`config.mk`:
```
export PLATFORM = sky130hd
export DESIGN_NAME = cordic_phase_sequencer
export DESIGN_NICKNAME = d
export VERILOG_FILES = /design/src/rtl/cordic_phase_sequencer_pkg.sv /design/src/rtl/cordic_phase_sequencer_sample_tick_gen.sv /design/src/rtl/cordic_phase_sequencer.sv
export SDC_FILE = /design/constraint.sdc
export NUM_CORES = 1
export LEC_CHECK = 0
export CAP_MARGIN = 20
export CORE_MARGIN = 1.5
export CORE_UTILIZATION = 35
export DETAILED_ROUTE_END_ITERATION = 10
export SYNTH_ARGS = -nofsm -noshare
export SYNTH_HDL_FRONTEND = slang
export SYNTH_HIERARCHICAL = 1
export SYNTH_SLANG_ARGS = --single-unit
```
`constraint.sdc`:
```
create_clock -name clk_i -period 4.5 [get_ports clk_i]
set_input_delay 0.675 -clock clk_i [delete_from_list [all_inputs] [get_ports clk_i]]
set_output_delay 0.675 -clock clk_i [all_outputs]
set_load 0.005 [all_outputs]
```
`src/rtl/cordic_phase_sequencer_pkg.sv`:
```
// Shared constants and FSM encoding for the CORDIC phase sequencer.
package cordic_phase_sequencer_pkg;

  localparam int BITWIDTH = 10;
  localparam int N_FRAC = -9;
  localparam logic [BITWIDTH-1:0] PI_HALF = 10'h100;

  typedef enum logic [1:0] {
    IDLE  = 2'd0,
    READY = 2'd1,
    BUSY  = 2'd2
  } state_t;

endpackage

```
`src/rtl/cordic_phase_sequencer_sample_tick_gen.sv`:
```
// Sample-period counter: pulses tick once every max(prescale,1) cycles while run is high.
module cordic_phase_sequencer_sample_tick_gen #(
  parameter int WIDTH = 16
) (
  input  logic             clk,
  input  logic             rst,
  input  logic             run,
  input  logic             clear,
  input  logic [WIDTH-1:0] prescale,
  output logic             tick
);

  logic [WIDTH-1:0] count;
  logic [WIDTH-1:0] period;
  logic [WIDTH-1:0] period_req;
  logic             wrap;

  assign period_req = (prescale == '0) ? WIDTH'(1) : prescale;
  assign wrap       = (count == period - WIDTH'(1));
  assign tick       = run && !clear && wrap;

  // The period is only re-sampled while stopped or at a wrap, so a prescale
  // change never truncates or stretches the sample in progress.
  always_ff @(posedge clk) begin
    if (rst) begin
      count  <= '0;
      period <= WIDTH'(1);
    end else if (clear || !run) begin
      count  <= '0;
      period <= period_req;
    end else if (wrap) begin
      count  <= '0;
      period <= period_req;
    end else begin
      count <= count + WIDTH'(1);
    end
  end

endmodule

```
`src/rtl/cordic_phase_sequencer.sv`:
```
// DDS phase accumulator feeding one amplitude/angle sample per tick to the CORDIC rotator.
// Define CORDIC_PHASE_ROUND_EN to round the angle to nearest instead of truncating.
module cordic_phase_sequencer #(
  parameter int PHASE_WIDTH    = 16,
  parameter int BITWIDTH       = cordic_phase_sequencer_pkg::BITWIDTH,
  parameter int PRESCALE_WIDTH = 16
) (
  input  logic                      clk_i,
  input  logic                      rst_i,
  input  logic                      enable_i,
  input  logic [PHASE_WIDTH-1:0]    freq_word_i,
  input  logic [BITWIDTH-1:0]       amplitude_i,
  input  logic [PRESCALE_WIDTH-1:0] prescale_i,
  input  logic                      cordic_done_i,
  input  logic                      overrun_clr_i,
  output logic                      strb_data_valid_o,
  output logic [BITWIDTH-1:0]       X_o,
  output logic [BITWIDTH-1:0]       Z_o,
  output logic                      busy_o,
  output logic                      overrun_o
);

  import cordic_phase_sequencer_pkg::*;

  state_t                 state;
  state_t                 state_next;
  logic [PHASE_WIDTH-1:0] phase_acc;
  logic [BITWIDTH-1:0]    angle;
  logic                   tick;
  logic                   issue;
  logic                   advance;
  logic                   drop;

  cordic_phase_sequencer_sample_tick_gen #(
    .WIDTH(PRESCALE_WIDTH)
  ) u_tick_gen (
    .clk      (clk_i),
    .rst      (rst_i),
    .run      (state != IDLE),
    .clear    (!enable_i),
    .prescale (prescale_i),
    .tick     (tick)
  );

`ifdef CORDIC_PHASE_ROUND_EN
  // Half an output LSB added before the cut; +pi deliberately wraps to -pi.
  localparam logic [PHASE_WIDTH-1:0] HALF_LSB = PHASE_WIDTH'(1) << (PHASE_WIDTH - BITWIDTH - 1);
  logic [PHASE_WIDTH-1:0] phase_rounded;
  assign phase_rounded = phase_acc + HALF_LSB;
  assign angle         = phase_rounded[PHASE_WIDTH-1 -: BITWIDTH];
`else
  assign angle = phase_acc[PHASE_WIDTH-1 -: BITWIDTH];
`endif

  always_ff @(posedge clk_i) begin
    if (rst_i) state <= IDLE;
    else       state <= state_next;
  end

  // A tick coinciding with done in BUSY is served as if already READY.
  always_comb begin
    state_next = state;
    issue      = 1'b0;
    advance    = 1'b0;
    drop       = 1'b0;
    if (!enable_i) begin
      state_next = IDLE;
    end else begin
      case (state)
        IDLE: state_next = READY;
        READY: begin
          if (tick) begin
            issue      = 1'b1;
            advance    = 1'b1;
            state_next = BUSY;
          end
        end
        BUSY: begin
          if (tick) begin
            advance = 1'b1;
            if (cordic_done_i) issue = 1'b1;
            else               drop  = 1'b1;
          end else if (cordic_done_i) begin
            state_next = READY;
          end
        end
        default: state_next = IDLE;
      endcase
    end
  end

  always_ff @(posedge clk_i) begin
    if (rst_i) begin
      phase_acc         <= '0;
      strb_data_valid_o <= 1'b0;
      X_o               <= '0;
      Z_o               <= '0;
      overrun_o         <= 1'b0;
    end else begin
      strb_data_valid_o <= issue;
      if (!enable_i)    phase_acc <= '0;
      else if (advance) phase_acc <= phase_acc + freq_word_i;
      if (issue) begin
        X_o <= amplitude_i;
        Z_o <= angle;
      end
      if (drop)               overrun_o <= 1'b1;
      else if (overrun_clr_i) overrun_o <= 1'b0;
    end
  end

  assign busy_o = (state == BUSY);

endmodule

```
# ---- Word-level counts from Yosys, hierarchy flattened
# Index checks and enable logic that the tools add are counted.
dict set report op_classes {
  bitwise 1
  n_addsub 3
  n_mux 20
  eq_ne 6
  n_reduce_logical 14
}
# operator count
set op_table {}
lappend op_table {{$mux W16} 3}
lappend op_table {{$add A16 B1 Y16 const B} 1}
lappend op_table {{$add A16 B16 Y16} 1}
lappend op_table {{$eq A16 B16 Y1} 1}
lappend op_table {{$logic_not A16 Y1} 1}
lappend op_table {{$sub A16 B1 Y16 const B} 1}
lappend op_table {{$mux W1} 12}
lappend op_table {{$mux W2} 3}
lappend op_table {{$ne A2 B2 Y1 const B} 3}
lappend op_table {{$pmux W2 S3} 1}
lappend op_table {{$reduce_bool A2 Y1} 3}
lappend op_table {{$reduce_or A2 Y1} 2}
lappend op_table {{$reduce_and A3 Y1} 1}
lappend op_table {{$reduce_or A3 Y1} 1}
lappend op_table {{$eq A2 B1 Y1 const B} 1}
lappend op_table {{$eq A2 B2 Y1 const B} 1}
lappend op_table {{$logic_and A1 B1 Y1} 2}
lappend op_table {{$logic_not A1 Y1} 2}
lappend op_table {{$logic_not A2 Y1} 1}
lappend op_table {{$pmux W1 S2} 1}
lappend op_table {{$logic_or A1 B1 Y1} 1}
lappend op_table {{$not A1 Y1} 1}
dict set report totals {
  input_bits 47
  output_inout_bits 23
  wordCells 52
  register_bits 72
}

# ---- Depth between registers and ports, before layout
dict set report logic_depth {
  ltp_word 7
  mapped_depth 14
  ltp_nobuf 13
}

# ---- Modules after synthesis
# Netlist, hierarchy kept.
# module area_each_um2 n_inst seq_area_each_um2 cells_per_inst
set modules_own_cells {}
lappend modules_own_cells {cordic_phase_sequencer 2225.9 1 800.8 286}
lappend modules_own_cells {cordic_phase_sequencer_sample_tick_gen 2077.0 1 640.6 239}

# ---- Worst setup path before layout
# Ideal clock, no wire load.
dict set report synth_path {
  kind {register to register}
  start {register u_tick_gen.period[2]}
  end {register phase_acc[7]}
  path_buffers 3
  setup_ps 70
  synth_period_minus_slack_ps 3883
  arrival_ps 3812
  slack_ps 617
  required_ps 4430
  stages_incl_launch_ff 12
  path_cell_list {dfxtp_1 -> buf_6 -> or4_4 -> or4_4 -> or4b_4 -> a211o_1 -> a2111oi_0 -> and3_1 -> clkbuf_1 -> clkbuf_1 -> nand3_1 -> a21oi_1}
}
dict set report synth_between {
  elab_chain_cells 6
}
# element line
set synth_rtl {}
lappend synth_rtl {{from (decl)} cordic_phase_sequencer_sample_tick_gen.sv:14} ;# logic [WIDTH-1:0] period;
lappend synth_rtl {{from (signal assigned)} cordic_phase_sequencer_sample_tick_gen.sv:30} ;# period <= period_req;
lappend synth_rtl {{from (signal assigned)} cordic_phase_sequencer_sample_tick_gen.sv:33} ;# period <= period_req;
lappend synth_rtl {{$sub A16 B1 Y16} cordic_phase_sequencer_sample_tick_gen.sv:19} ;# assign wrap = (count == period - WIDTH'(1));
lappend synth_rtl {{$eq A16 B16 Y1} cordic_phase_sequencer_sample_tick_gen.sv:19}
lappend synth_rtl {{$logic_and A1 B1 Y1} cordic_phase_sequencer_sample_tick_gen.sv:20} ;# assign tick = run && !clear && wrap;
lappend synth_rtl {{net tick} cordic_phase_sequencer.sv:29} ;# logic tick;
lappend synth_rtl {{$mux W1} {cordic_phase_sequencer.sv:72, cordic_phase_sequencer.sv:79}}
lappend synth_rtl {{$mux W1} -}
lappend synth_rtl {{$mux W1} cordic_phase_sequencer.sv:66} ;# if (!enable_i) begin
lappend synth_rtl {{to (signal assigned)} cordic_phase_sequencer.sv:102} ;# else if (advance) phase_acc <= phase_acc + freq_word_i;
lappend synth_rtl {{to (decl)} cordic_phase_sequencer.sv:27} ;# logic [PHASE_WIDTH-1:0] phase_acc;
# The timed path passes the listed nets, and every way through them passes these cells.
# A chain may end at the register's enable or synchronous reset.

# ---- Worst setup path after layout
dict set report layout_path {
  start {register u_tick_gen.period[8]}
  end {register X_o[3]}
}
dict set report layout_between {
  elab_chain_cells 6
  word_cells_on_any_way 7
  classes_between {add/sub: 1; eq/ne: 1; mux: 4; reduce/logical: 1}
}
# element line
set layout_rtl {}
lappend layout_rtl {{$sub A16 B1 Y16 *} cordic_phase_sequencer_sample_tick_gen.sv:19}
lappend layout_rtl {{$eq A16 B16 Y1 *} cordic_phase_sequencer_sample_tick_gen.sv:19}
lappend layout_rtl {{$logic_and A1 B1 Y1 *} cordic_phase_sequencer_sample_tick_gen.sv:20}
lappend layout_rtl {{net tick} cordic_phase_sequencer.sv:29}
lappend layout_rtl {{$mux W1, on equally long branches} {cordic_phase_sequencer.sv:79, cordic_phase_sequencer.sv:72}}
lappend layout_rtl {{$pmux W1 S2 *} cordic_phase_sequencer.sv:69} ;# case (state)
lappend layout_rtl {{$mux W1 *} cordic_phase_sequencer.sv:66}
lappend layout_rtl {{to (signal assigned)} cordic_phase_sequencer.sv:104} ;# X_o <= amplitude_i;
lappend layout_rtl {{to (decl)} cordic_phase_sequencer.sv:17} ;# output logic [BITWIDTH-1:0] X_o,
# Mark *: on every way through the listed nets, which the timed path passes. The rest lies on a longest branch.

==> qor.yml <==
status: "complete, no violations"
cts_buffers: 9
crit_top_cell: "a21oi_1"
globalRoute.totalOverflow: 0
rsz0062_at_grt: "no"
end_kind: "flip-flop"
cp_cell_sequence: "nor4_1 > nor4b_2 > a21oi_1 > or4_1 > a211o_1 > a2111oi_0 > buf_4 > and3_1 > nand2b_1 > nand2_1 > a21oi_1"
coreArea_sq_um: 12000
path_buf_inv: 1
pre_cts_ws_ns: 0.470
worst_pin_slew_ns: 0.829
fin_crit_ns: 3.89
synthCells: 525
syn_area_sq_um: 4300
dp_hpwl_mm: 7.67
ys.flop_type: "dfxtp_1"
design_area_sq_um: 5360
dp_cells: 718
cp.required_ns: 4.69
antenna_found_initial: 0
leakagePower_nw: 1.91
drv_cap: 0
synth_edf_count: 0
hold_violations: 0
tns_ns: 0
hp-start: "Z_o[8]"
crit-reg2reg-launch: "u_tick_gen/period[8]"
criticalPathCategory: "reg2reg"
slowest_delay_ns: 0.59
post-route-period-util: 0.864
whs_ns: 0.454
dr.first_iter.drc_count: 186
via_count: 3827
synth.top_cells.by_area: "dfxtp_1 33%, nand2_1 6.6%, ha_1 6.1%"
synth_top_area_frac: 0.335
syn_to_final_growth_pct: 24.6
clock_sinks: 72
r2r_end: "X_o[3]"
fp-row-count: 40
yosysTopAreaCell: "dfxtp_1"
total_power_mw: 1.53
async_flop_share: 0
peakVddDrop_mv: 0.151
drc: 0
power_switching_uw: 410
slew_violations: 0
h-tree-depth: 3
first_global_vias: 3731
r2r_setup_slack_ns: 0.61
reg2regPathDepth: 11
clk_pin_slew_ns: 0.07
p_comb_frac: 0.114
clock_skew_ns: 0.0100
powerDensity_nw_per_um2: 286
grt_pass1_wl_mm: 17.9
ys_seq_area_frac: 0.335
viasPerCell: 5.21
ant_nets: 0
die_x_um: 114
hold_class: "reg2reg"
ios: 70
critPathMaxFanout: 21
critPathTopFamily: "simple AND/OR/NAND/NOR gates"
clock_latency_ns: 0.34
synth_commonest_cells: "76 x nand2_1, 72 x dfxtp_1, 47 x a21oi_1"
place_area_sq_um: 5070
critPathArrivalTime_ns: 4.08
swShare: 0.267
drive_gt1_frac: 0.0698
yosys_register_bits: 72
dieArea_sq_um: 13000
setup_ws_ns: 0.611
grtUsageTotal: 0.171
finalSetupViolCount: 0
crit_start: "u_tick_gen/period[8]"
timing.fmax_mhz: 257
initial_core_util: 0.358
fillerInstances: 1211
grt_start_max_net_pins: 71
cts_tree: "yes"
routedWlPerCell_um: 14.4
nNetsFinal: 651
cp_slowest_cell: "nor4_1"
yosysMostFrequentCell: "nand2_1"
cts_setup_buffers: 0
intPower_mw: 1.12
synthDistinctLibCells: 63
power_frac_seq: 0.436
yosys_warnings: 6
diodes: 0
chipHeight_um: 114
gp_congestion: 0.888
cts_root_buf: "clkbuf_16"
drt-total-wl_mm: 10.6
numPortBuffers: 69
drtPass1Iterations: 4
avgSynthCellArea_sq_um: 8.20
hold_depth: 2
slew_headroom: 0.443
clk_path_buf_depth: 2
clock_power_share: 0.450
stdcell_count: 734
final_util: 0.446
holdPathEnd: "Z_o[8]"
startpoint_type: "flip-flop"
synthesis.nets: 594
## worst reg2reg max path, cell delays in order (launching register included)
cell,delay [ns]
dfxtp_1,0.39
nor4_1,0.59
nor4b_2,0.35
a21oi_1,0.10
or4_1,0.59
a211o_1,0.24
a2111oi_0,0.36
buf_4,0.20
and3_1,0.20
nand2b_1,0.42
nand2_1,0.22
a21oi_1,0.08
## how the worst max path moves through the flow
stage	slack (ns)	cells after the start	to
CTS	0.45	13	X_o[3]
global placement	0.66	13	Z_o[7]
finish	0.61	11	X_o[3]
detailed placement	0.47	13	X_o[3]
floorplan	0.62	11	phase_acc[7]
global route	0.20	11	Z_o[7]
## flip-flops by register name, summed over array words and instances (netlist names)
name	count
Z_o	10
phase_acc	16
strb_data_valid_o	1
state	2
X_o	10
u_tick_gen/count	16
overrun_o	1
u_tick_gen/period	16
## logic make-up (layout without fill, tap and decap cells)
family	after synthesis	count (layout)	share of synthesized area
AND/OR/NAND/NOR	233	233	0.280
AO/OA/AOI/OAI	97	97	0.148
flip-flops	72	72	0.335
buffers and inverters	42	104	0.0451
XOR/XNOR	39	39	0.0794
adder cells (fa/ha/maj)	22	22	0.0657
multiplexers	20	20	0.0465
## cell usage in the layout (no fill, tap or decap), types with 3 or more instances in the layout
| cell type | instances |
|---|---|
| nor4_1 | 8 |
| nor2_1 | 25 |
| nand3_1 | 21 |
| nand4b_1 | 3 |
| dfxtp_1 | 72 |
| clkinvlp_4 | 3 |
| nor3_1 | 27 |
| xor2_1 | 19 |
| nand2_1 | 76 |
| xnor2_1 | 20 |
| ha_1 | 21 |
| and3_1 | 8 |
| clkdlybuf4s50_1 | 68 |
| a21oi_1 | 47 |
| inv_6 | 3 |
| a211o_1 | 3 |
| inv_1 | 14 |
| nor2b_1 | 4 |
| mux2i_1 | 20 |
| nand4_1 | 6 |
| a21o_1 | 3 |
| o21ai_0 | 12 |
| o31a_1 | 3 |
| nand2b_1 | 37 |
| clkbuf_16 | 9 |
| buf_4 | 5 |
## final cells by class
type	instances	area (sq um)	area share
Multi-Input combinational cell	411	2670	0.499
Sequential cell	72	1440	0.269
Timing Repair Buffer	74	723	0.135
Clock buffer	9	225	0.0420
Tap cell	147	184	0.0343
Clock inverter	7	60.1	0.0112
Inverter	14	52.6	0.00980
## metal layers
layer  part of all wire  up-vias  GRT usage
li1                   -     1953          -
met1               0.48     1811      0.215
met2               0.48       54      0.298
met3              0.031        9     0.0367
met4             0.0087        0     0.0450
met5                  0        -          0
## what timing repair did
action / CTS / global route
endpoints found under the setup margin: 0 / 3
hold buffers: 0 / 0
endpoints found under the hold margin: 0 / 0
resized for setup: 0 / 1
## power groups by stage
stage               sequential [mW]  clock (mW)  combinational [mW]
floorplan                     0.673           0               0.117
global placement              0.681           0               0.172
detailed placement            0.682           0               0.174
CTS                           0.667       0.712               0.175
global route                  0.670       0.735               0.194
finish                        0.668       0.690               0.175
Power figures use the tool's default switching activity.
